===== src/rtl/serial_axi_master_pkg.sv =====
// Shared types and constants for the serial-port AXI4-Lite bridge.
// Holds the FSM encoding, AXI response codes and the register-address helper.
package serial_axi_master_pkg;

    localparam int PORT_BITS = 3;
    localparam int REG_BITS  = 3;

    localparam logic [1:0] RESP_OKAY   = 2'b00;
    localparam logic [1:0] RESP_SLVERR = 2'b10;
    localparam logic [1:0] RESP_DECERR = 2'b11;

    typedef enum logic [2:0] {
        IDLE,
        WRITE,
        WRESP,
        RADDR,
        RDATA,
        RSP
    } state_t;

    // 16550 registers sit on 32-bit word boundaries, eight per port.
    function automatic logic [31:0] reg_addr(input logic [31:0]          base,
                                             input logic [PORT_BITS-1:0] port,
                                             input logic [REG_BITS-1:0]  rsel);
        return base + {24'h0, port, rsel, 2'b00};
    endfunction

endpackage


===== src/rtl/serial_axi_master_if.sv =====
// Command/response channels plus the AXI4-Lite master bus of the bridge.
// The master modport is the bridge's view; slave is the environment's view.
interface serial_axi_master_if;
    import serial_axi_master_pkg::*;

    logic                 cmd_valid;
    logic                 cmd_ready;
    logic                 cmd_we;
    logic [PORT_BITS-1:0] cmd_port;
    logic [REG_BITS-1:0]  cmd_reg;
    logic [7:0]           cmd_wdata;

    logic                 rsp_valid;
    logic                 rsp_ready;
    logic [7:0]           rsp_rdata;
    logic [1:0]           rsp_resp;
    logic                 rsp_timeout;

    logic [31:0]          m_awaddr;
    logic                 m_awvalid;
    logic                 m_awready;
    logic [31:0]          m_wdata;
    logic [3:0]           m_wstrb;
    logic                 m_wvalid;
    logic                 m_wready;
    logic [1:0]           m_bresp;
    logic                 m_bvalid;
    logic                 m_bready;

    logic [31:0]          m_araddr;
    logic [3:0]           m_aruser;
    logic                 m_arvalid;
    logic                 m_arready;
    logic [31:0]          m_rdata;
    logic [1:0]           m_rresp;
    logic                 m_rvalid;
    logic                 m_rready;

    modport master (
        input  cmd_valid, cmd_we, cmd_port, cmd_reg, cmd_wdata,
        output cmd_ready,
        output rsp_valid, rsp_rdata, rsp_resp, rsp_timeout,
        input  rsp_ready,
        output m_awaddr, m_awvalid, m_wdata, m_wstrb, m_wvalid, m_bready,
        input  m_awready, m_wready, m_bresp, m_bvalid,
        output m_araddr, m_aruser, m_arvalid, m_rready,
        input  m_arready, m_rdata, m_rresp, m_rvalid
    );

    modport slave (
        output cmd_valid, cmd_we, cmd_port, cmd_reg, cmd_wdata,
        input  cmd_ready,
        input  rsp_valid, rsp_rdata, rsp_resp, rsp_timeout,
        output rsp_ready,
        input  m_awaddr, m_awvalid, m_wdata, m_wstrb, m_wvalid, m_bready,
        output m_awready, m_wready, m_bresp, m_bvalid,
        input  m_araddr, m_aruser, m_arvalid, m_rready,
        output m_arready, m_rdata, m_rresp, m_rvalid
    );

endinterface


===== src/rtl/serial_axi_master.sv =====
// Turns single-byte 16550 register commands into AXI4-Lite transactions,
// one at a time, with an optional response timeout.
module serial_axi_master
    import serial_axi_master_pkg::*;
#(
    parameter logic [31:0] BASE_ADDR      = 32'h0000_0000,
    parameter int          TIMEOUT_CYCLES = 1023
) (
    input  logic                aclk,
    input  logic                areset,
    serial_axi_master_if.master bus
);

    // One spare count of headroom so the saturation value always fits.
    localparam int CW = $clog2(TIMEOUT_CYCLES + 2);
    localparam logic [CW-1:0] CNT_MAX = CW'(TIMEOUT_CYCLES);

    state_t               state, state_nx;
    logic [CW-1:0]        cnt;
    logic                 we_q;
    logic [PORT_BITS-1:0] port_q;
    logic [REG_BITS-1:0]  reg_q;
    logic [7:0]           wdata_q;
    logic                 aw_done, w_done;
    logic [7:0]           rdata_q;
    logic [1:0]           resp_q;
    logic                 to_q;

    logic cmd_acc, aw_hs, w_hs, b_hs, ar_hs, r_hs, rsp_hs;
    logic busy, to_hit, rsp_ld, rsp_to;
    logic unused_rdata_hi;

    assign cmd_acc = bus.cmd_valid && bus.cmd_ready;
    assign aw_hs   = bus.m_awvalid && bus.m_awready;
    assign w_hs    = bus.m_wvalid  && bus.m_wready;
    assign b_hs    = bus.m_bvalid  && bus.m_bready;
    assign ar_hs   = bus.m_arvalid && bus.m_arready;
    assign r_hs    = bus.m_rvalid  && bus.m_rready;
    assign rsp_hs  = bus.rsp_valid && bus.rsp_ready;

    assign busy   = (state == WRITE) || (state == WRESP) ||
                    (state == RADDR) || (state == RDATA);
    assign to_hit = (TIMEOUT_CYCLES != 0) && (cnt == CNT_MAX);

    assign bus.m_awaddr    = reg_addr(BASE_ADDR, port_q, reg_q);
    assign bus.m_araddr    = reg_addr(BASE_ADDR, port_q, reg_q);
    assign bus.m_wdata     = {24'h0, wdata_q};
    assign bus.m_wstrb     = 4'b0001;
    assign bus.m_aruser    = 4'b0001;
    assign bus.rsp_rdata   = rdata_q;
    assign bus.rsp_resp    = resp_q;
    assign bus.rsp_timeout = to_q;
    assign unused_rdata_hi = ^bus.m_rdata[31:8];

    // Outputs decode from registered state only, never from AXI readies.
    always_comb begin
        state_nx      = state;
        rsp_ld        = 1'b0;
        rsp_to        = 1'b0;
        bus.cmd_ready = (state == IDLE);
        bus.m_awvalid = (state == WRITE) && !aw_done;
        bus.m_wvalid  = (state == WRITE) && !w_done;
        bus.m_bready  = (state == WRESP);
        bus.m_arvalid = (state == RADDR);
        bus.m_rready  = (state == RDATA);
        bus.rsp_valid = (state == RSP);
        case (state)
            IDLE:
                if (cmd_acc) state_nx = bus.cmd_we ? WRITE : RADDR;
            WRITE:
                if ((aw_done || aw_hs) && (w_done || w_hs)) state_nx = WRESP;
                else if (to_hit) begin state_nx = RSP; rsp_to = 1'b1; end
            WRESP:
                if (b_hs) begin state_nx = RSP; rsp_ld = 1'b1; end
                else if (to_hit) begin state_nx = RSP; rsp_to = 1'b1; end
            RADDR:
                if (ar_hs) state_nx = RDATA;
                else if (to_hit) begin state_nx = RSP; rsp_to = 1'b1; end
            RDATA:
                if (r_hs) begin state_nx = RSP; rsp_ld = 1'b1; end
                else if (to_hit) begin state_nx = RSP; rsp_to = 1'b1; end
            RSP:
                if (rsp_hs) state_nx = IDLE;
            default:
                state_nx = IDLE;
        endcase
    end

    always_ff @(posedge aclk) begin
        if (areset) begin
            state   <= IDLE;
            cnt     <= '0;
            we_q    <= 1'b0;
            port_q  <= '0;
            reg_q   <= '0;
            wdata_q <= '0;
            aw_done <= 1'b0;
            w_done  <= 1'b0;
            rdata_q <= '0;
            resp_q  <= RESP_OKAY;
            to_q    <= 1'b0;
        end else begin
            state <= state_nx;
            if (cmd_acc) begin
                we_q    <= bus.cmd_we;
                port_q  <= bus.cmd_port;
                reg_q   <= bus.cmd_reg;
                wdata_q <= bus.cmd_wdata;
                cnt     <= '0;
                aw_done <= 1'b0;
                w_done  <= 1'b0;
            end else if (busy && cnt != CNT_MAX) begin
                // Saturate so a late phase still sees the expiry condition.
                cnt <= cnt + CW'(1);
            end
            if (state == WRITE) begin
                if (aw_hs) aw_done <= 1'b1;
                if (w_hs)  w_done  <= 1'b1;
            end
            if (rsp_ld) begin
                resp_q  <= we_q ? bus.m_bresp : bus.m_rresp;
                rdata_q <= we_q ? 8'h00 : bus.m_rdata[7:0];
                to_q    <= 1'b0;
            end else if (rsp_to) begin
                resp_q  <= RESP_DECERR;
                rdata_q <= 8'h00;
                to_q    <= 1'b1;
            end
        end
    end

endmodule


===== src/flat_wrapper.sv =====
// flat-port wrapper written by rule: the top's interface ports become plain ports
module serial_axi_master_flat import serial_axi_master_pkg::*;
#(
    parameter logic [31:0] BASE_ADDR      = 32'h0000_0000,
    parameter int          TIMEOUT_CYCLES = 1023
)
  (aclk, areset, bus_cmd_valid, bus_cmd_we, bus_cmd_port, bus_cmd_reg, bus_cmd_wdata, bus_cmd_ready, bus_rsp_valid, bus_rsp_rdata, bus_rsp_resp, bus_rsp_timeout, bus_rsp_ready, bus_m_awaddr, bus_m_awvalid, bus_m_wdata, bus_m_wstrb, bus_m_wvalid, bus_m_bready, bus_m_awready, bus_m_wready, bus_m_bresp, bus_m_bvalid, bus_m_araddr, bus_m_aruser, bus_m_arvalid, bus_m_rready, bus_m_arready, bus_m_rdata, bus_m_rresp, bus_m_rvalid);
  serial_axi_master_if bus_i ();
  input  logic aclk;
  input  logic areset;
  input wire logic [$bits(bus_i.cmd_valid)-1:0] bus_cmd_valid;
  input wire logic [$bits(bus_i.cmd_we)-1:0] bus_cmd_we;
  input wire logic [$bits(bus_i.cmd_port)-1:0] bus_cmd_port;
  input wire logic [$bits(bus_i.cmd_reg)-1:0] bus_cmd_reg;
  input wire logic [$bits(bus_i.cmd_wdata)-1:0] bus_cmd_wdata;
  output wire logic [$bits(bus_i.cmd_ready)-1:0] bus_cmd_ready;
  output wire logic [$bits(bus_i.rsp_valid)-1:0] bus_rsp_valid;
  output wire logic [$bits(bus_i.rsp_rdata)-1:0] bus_rsp_rdata;
  output wire logic [$bits(bus_i.rsp_resp)-1:0] bus_rsp_resp;
  output wire logic [$bits(bus_i.rsp_timeout)-1:0] bus_rsp_timeout;
  input wire logic [$bits(bus_i.rsp_ready)-1:0] bus_rsp_ready;
  output wire logic [$bits(bus_i.m_awaddr)-1:0] bus_m_awaddr;
  output wire logic [$bits(bus_i.m_awvalid)-1:0] bus_m_awvalid;
  output wire logic [$bits(bus_i.m_wdata)-1:0] bus_m_wdata;
  output wire logic [$bits(bus_i.m_wstrb)-1:0] bus_m_wstrb;
  output wire logic [$bits(bus_i.m_wvalid)-1:0] bus_m_wvalid;
  output wire logic [$bits(bus_i.m_bready)-1:0] bus_m_bready;
  input wire logic [$bits(bus_i.m_awready)-1:0] bus_m_awready;
  input wire logic [$bits(bus_i.m_wready)-1:0] bus_m_wready;
  input wire logic [$bits(bus_i.m_bresp)-1:0] bus_m_bresp;
  input wire logic [$bits(bus_i.m_bvalid)-1:0] bus_m_bvalid;
  output wire logic [$bits(bus_i.m_araddr)-1:0] bus_m_araddr;
  output wire logic [$bits(bus_i.m_aruser)-1:0] bus_m_aruser;
  output wire logic [$bits(bus_i.m_arvalid)-1:0] bus_m_arvalid;
  output wire logic [$bits(bus_i.m_rready)-1:0] bus_m_rready;
  input wire logic [$bits(bus_i.m_arready)-1:0] bus_m_arready;
  input wire logic [$bits(bus_i.m_rdata)-1:0] bus_m_rdata;
  input wire logic [$bits(bus_i.m_rresp)-1:0] bus_m_rresp;
  input wire logic [$bits(bus_i.m_rvalid)-1:0] bus_m_rvalid;
  assign bus_i.cmd_valid = bus_cmd_valid;
  assign bus_i.cmd_we = bus_cmd_we;
  assign bus_i.cmd_port = bus_cmd_port;
  assign bus_i.cmd_reg = bus_cmd_reg;
  assign bus_i.cmd_wdata = bus_cmd_wdata;
  assign bus_cmd_ready = bus_i.cmd_ready;
  assign bus_rsp_valid = bus_i.rsp_valid;
  assign bus_rsp_rdata = bus_i.rsp_rdata;
  assign bus_rsp_resp = bus_i.rsp_resp;
  assign bus_rsp_timeout = bus_i.rsp_timeout;
  assign bus_i.rsp_ready = bus_rsp_ready;
  assign bus_m_awaddr = bus_i.m_awaddr;
  assign bus_m_awvalid = bus_i.m_awvalid;
  assign bus_m_wdata = bus_i.m_wdata;
  assign bus_m_wstrb = bus_i.m_wstrb;
  assign bus_m_wvalid = bus_i.m_wvalid;
  assign bus_m_bready = bus_i.m_bready;
  assign bus_i.m_awready = bus_m_awready;
  assign bus_i.m_wready = bus_m_wready;
  assign bus_i.m_bresp = bus_m_bresp;
  assign bus_i.m_bvalid = bus_m_bvalid;
  assign bus_m_araddr = bus_i.m_araddr;
  assign bus_m_aruser = bus_i.m_aruser;
  assign bus_m_arvalid = bus_i.m_arvalid;
  assign bus_m_rready = bus_i.m_rready;
  assign bus_i.m_arready = bus_m_arready;
  assign bus_i.m_rdata = bus_m_rdata;
  assign bus_i.m_rresp = bus_m_rresp;
  assign bus_i.m_rvalid = bus_m_rvalid;
  serial_axi_master #(.BASE_ADDR(BASE_ADDR), .TIMEOUT_CYCLES(TIMEOUT_CYCLES)) u_core (.aclk(aclk), .areset(areset), .bus(bus_i));
endmodule

===== config.mk =====
export PLATFORM = sky130hd
export DESIGN_NAME = serial_axi_master_flat
export DESIGN_NICKNAME = d
export VERILOG_FILES = /design/src/rtl/serial_axi_master_pkg.sv /design/src/rtl/serial_axi_master_if.sv /design/src/rtl/serial_axi_master.sv /design/src/flat_wrapper.sv
export SDC_FILE = /design/constraint.sdc
export NUM_CORES = 1
export LEC_CHECK = 0
export CORE_MARGIN = 2
export CORE_UTILIZATION = 33
export CTS_BUF_LIST = sky130_fd_sc_hd__clkbuf_2
export DETAILED_ROUTE_END_ITERATION = 16
export MAX_ROUTING_LAYER = met4
export PLACE_DENSITY = 0.83
export SYNTH_ARGS = -nofsm -noshare
export SYNTH_HDL_FRONTEND = slang
export SYNTH_SLANG_ARGS = --single-unit

===== constraint.sdc =====
create_clock -name aclk -period 1.6 [get_ports aclk]
set_input_delay 0.48 -clock aclk [delete_from_list [all_inputs] [get_ports aclk]]
set_output_delay 0.48 -clock aclk [all_outputs]
set_load 0.005 [all_outputs]

; Yosys cells after proc, flatten, opt, wreduce, memory -nomap -nowiden
; Index checks and enable logic that the tools add are counted.
[word_totals]
register_bits = 42
in_bits = 60
elab_cells = 74
[op_classes]
n_reduce_logical = 23
n_eq_ne = 9
add_sub_neg = 1
n_mux = 30
[op_table]
columns = op, n
row1 = 8-bit two-way mux, 3
row2 = 3-bit two-way mux, 7
row3 = 3-bit case mux with 6 select lines, 1
row4 = 1-bit two-way mux, 13
row5 = "11-bit by 1-bit adder with 11-bit output, second input constant", 1
row6 = "11-bit by 10-bit equality test with 1-bit output, second input constant", 1
row7 = 1-bit logical AND, 11
row8 = "11-bit by 10-bit != test with 1-bit output, second input constant", 1
row9 = 2-bit two-way mux, 4
row10 = "3-bit by 2-bit equality test with 1-bit output, second input constant", 2
row11 = "3-bit equality test, second input constant", 2
row12 = 1-bit logical OR, 5
row13 = "2-bit != test, second input constant", 2
row14 = 1-bit case mux with 4 select lines, 1
row15 = 2-bit OR reduction, 2
row16 = "3-bit by 1-bit equality test with 1-bit output, second input constant", 1
row17 = 3-bit zero test, 1
row18 = 1-bit zero test, 2
row19 = 1-bit case mux with 2 select lines, 1
row20 = 2-bit AND reduction, 1
row21 = 2-bit nonzero test, 1

; Depth between registers and ports, before layout
[logic_depth]
depth_word = 9
ltp_mapped = 7
ltp_nobuf = 5

; Least setup slack after synthesis
; No wires, ideal clock.
[synth_path]
path_type = reg2out
start = register u_core.state[1]
end = output port bus_m_awvalid
path_stages_with_launch = 5
path_buffers = 2
slack_ns = -0.097
t_arrival_ns = 1.217
cell_sequence = dfxtp_1 -> buf_4 -> buf_2 -> or3b_2 -> nor2_1
[synth_via]
elab_chain_len = 2
[synth_lines]
columns = item, line_no
row1 = start: declaration, serial_axi_master.sv:18  ; state_t state, state_nx;
row2 = start signal: assignment, serial_axi_master.sv:103  ; state <= state_nx;
row3 = 3-bit by 1-bit equality test with 1-bit output, serial_axi_master.sv:61  ; bus.m_awvalid = (state == WRITE) && !aw_done;
row4 = 1-bit logical AND, serial_axi_master.sv:61
row5 = end: declaration, flat_wrapper.sv:23  ; output wire logic [$bits(bus_i.m_awvalid)-1:0] bus_m_awvalid;
; No other way between the ends.

; Worst setup path in the final report
[layout_path]
start = register u_core.state[1]
end = output port bus_m_wvalid
[layout_via]
elab_chain_len = 2
[layout_lines]
columns = item, line_no
row1 = 3-bit by 1-bit equality test with 1-bit output, serial_axi_master.sv:62  ; bus.m_wvalid = (state == WRITE) && !w_done;
row2 = 1-bit logical AND, serial_axi_master.sv:62
row3 = end: declaration, flat_wrapper.sv:26  ; output wire logic [$bits(bus_i.m_wvalid)-1:0] bus_m_wvalid;
; No other way between the ends.

==> impl_metrics.yaml <==
status:
  outcome: "finished with violations"
  violations: "negative setup slack"
clocking:
  clkSinkCount: 42
  h-tree-depth: 2
  ctsHoldBuffers: 0
  ctsRootBufferMaster: "clkbuf_2"
  clk_pin_slew_worst_paths_ns: 0.22
  cts_tree: "yes"
  numCtsBuffers: 5
  clock_latency_ns: 0.43
  cts_buffer_depth: 2
critical_path:
  critPathLaunchType: "register"
  cp_max_fo: 3
  crit_type: "register to output pin"
  crit_chain: "or3b_4, buf_6, nor2_2, buf_2"
  worstPathRequired_ns: 1.12
  crit_arrival_ns: 1.57
  slowest_stage: "or3b_4"
  critPathLaunch: "u_core.state[1]$_SDFFE_PP0P_"
  critPathTopFamily: "simple AND/OR/NAND/NOR gates"
  endpoint_kind: "output pin"
  cp_num_buf_inv: 2
  r2r_start: "u_core.state[2]$_SDFFE_PP0P_"
  critPathMaxStageDelay_ns: 0.43
cells_and_area:
  num-nets-final: 520
  final_common_cell: "conb_1"
  syn_to_final_growth_pct: 49.4
  diodes: 0
  layout_common_cells: "conb_1, buf_4, nand2_1"
  drive_gt1_share_pct: 37.0
  nFillCells: 670
hold_path:
  min_from: "u_core.wdata_q[2]$_SDFFE_PP0P_"
  min_path_type: "register to register"
sta:
  post-route-worst-setup-slack_ns: -0.448
  skew_ns: 0.0266
  max_freq_ghz: 0.488
  finalHoldViolCount: 0
  fin_crit_sh_pct: 128
  rsz0062_at_grt: "true"
  drv_slew: 0
  finalSetupViolations: 46
  whs_ns: 0.466
  fin_setup_tns_ns: -7.17
  fin_crit_ns: 2.05
yosys:
  seq_area_frac_synth_pct: 31.2
  synth_top_family_by_area: "buffers and inverters"
  synth_compound_area_share_pct: 16.3
  yosysWarnings: 0
  synth_edf_count: 0
  synthCells: 332
  synthArstFlopShare_pct: 0
  synth_area_leaders: "dfxtp_1, buf_4, nand2_1, a21oi_1, nand3b_1"
  synth.avg_cell_area_um2: 8.12
  synth_cell_type_count: 52
  synth-adder-area-share_pct: 0.464
  synth_simple_gate_area_share_pct: 21.8
  synth_top_area_share_pct: 31.2
  ys_ff_latch: 42
  netlist_area_um2: 2700
  yosys.area.top_type: "dfxtp_1"
  synth_ff_type: "dfxtp_1"
  synthMuxAreaShare_pct: 1.11
  synth_xor_area_share_pct: 0
route:
  viasPerCell: 4.82
  first_iter_violations: 138
  wl_per_cell_um: 14.4
  drt_pass1_iterations: 4
  vias: 2707
  drtAntennaViolNets: 0
  drc: 0
  routed_wirelength_um: 8070
job:
  maxCapViolations: 0
floorplanning:
  die-area_um2: 8910
  start_util_pct: 34.5
  die_h_um: 94.4
  fp.coreArea_um2: 7810
  die_w_um: 94.4
  rows: 32
  ios: 182
grt:
  grt_pass1_wl_um: 10700
  grt_max_degree: 18
  grt.overflow.total: 0
  antenna_found_initial: 0
  grt_usage_pct: 15.4
  grt_pass1_vias: 2408
pwr:
  p_leak_nw: 1.78
  powerDensity_nw_per_um2: 887
  ir_drop_uv: 326
placement:
  place_ws_ns: -0.418
  routabilityCongestion: 0.818
  dp_hpwl_um: 5080
  io_buffers: 73
cell usage after synthesis (3+ instances only):
library cell  instances
nor3_1                9
o21ai_0              15
buf_2                 4
buf_4                92
nand3_1               4
a21oi_1              28
clkbuf_1              7
mux2i_1               3
dfxtp_1              42
or4b_1                7
nand3b_1             10
nor3b_1               4
inv_1                 4
nor2_1               12
or3_1                 3
nand2_1              38
path summary, 6_finish.rpt:
| kind | to | slack (ns) | depth (start not counted) |
|---|---|---|---|
| worst max-delay path | bus_m_wvalid | -0.45 | 4 |
| worst min-delay path | u_core.wdata_q[2]$_SDFFE_PP0P_ | 0.47 | 2 |
| worst max register to register | u_core.bus.rsp_rdata[2]$_SDFFE_PP0P_ | -0.34 | 7 |
| worst min register to register | u_core.wdata_q[2]$_SDFFE_PP0P_ | 0.47 | 2 |
power breakdown:
| part | total (mW) | switching (mW) | internal, mW |
|---|---|---|---|
| clock network | 0.624 | 0.346 | 0.278 |
| registers | 1.26 | 0.0875 | 1.18 |
| logic | 1.69 | 0.802 | 0.883 |
cells by family (layout without fill, tap and decap cells):
family / count (synthesis) / in the layout
compound gates: 71 / 72
buf+inv: 110 / 155
other cells: 2 / 84
flops: 42 / 42
simple gates: 103 / 103
fa+ha+maj: 1 / 1
mux: 3 / 3
registers in the layout, indices dropped and copies added, names as in the netlist, 2 cells and up:
| name | count |
|---|---|
| u_core.reg_q | 3 |
| u_core.state | 3 |
| u_core.wdata_q | 8 |
| u_core.port_q | 3 |
| u_core.bus.rsp_resp | 2 |
| u_core.bus.rsp_rdata | 8 |
| u_core.cnt | 11 |
timing repair:
action | in CTS | in global routing
cloned | 1 | 1
endpoints found under the hold margin | 0 | 0
pin swaps | 6 | 21
setup buffers | 13 | 15
setup endpoints to repair | 56 | 50
resized for setup | 121 | 62
tightest hold or removal path, delay by kind of cell, from the launching register on:
family | cells | cell delay (ns)
DFF | 1 | 0.36
and+or+nand+nor | 1 | 0.04
AOI/OAI and AO/OA | 1 | 0.05
per-layer routing:
metal | global-route usage (%) | vias to the layer above | routed length [um]
li1 | - | 1234 | -
met2 | 28.5 | 155 | 4290
met1 | 15.7 | 1289 | 2900
met5 | - | - | 0
met3 | 3.19 | 29 | 592
met4 | 6.88 | 0 | 293
layout make-up:
cell class / count / area [um^2] / area share [%]
flip-flops and latches: 42 / 881 / 21.9
clock buffers: 7 / 35.0 / 0.870
repair buffers: 142 / 1270 / 31.5
multi-input cells: 263 / 1660 / 41.3
clock inverters: 1 / 30.0 / 0.746
well taps: 102 / 128 / 3.17
inverters: 5 / 23.8 / 0.590
stage by stage:
stage | total power, mW | cell area, um^2 | cells | util (%)
floorplan | 2.01 | 3010 | 414 | -
global placement | 2.46 | 3430 | 526 | 44.0
detailed placement | 2.50 | 3430 | 526 | 44.0
CTS | 3.23 | 3680 | 548 | 47.2
global route | 3.79 | 4030 | 562 | 51.6
finish | 3.57 | 4030 | 562 | 51.6
Power figures use the tool's default switching activity.
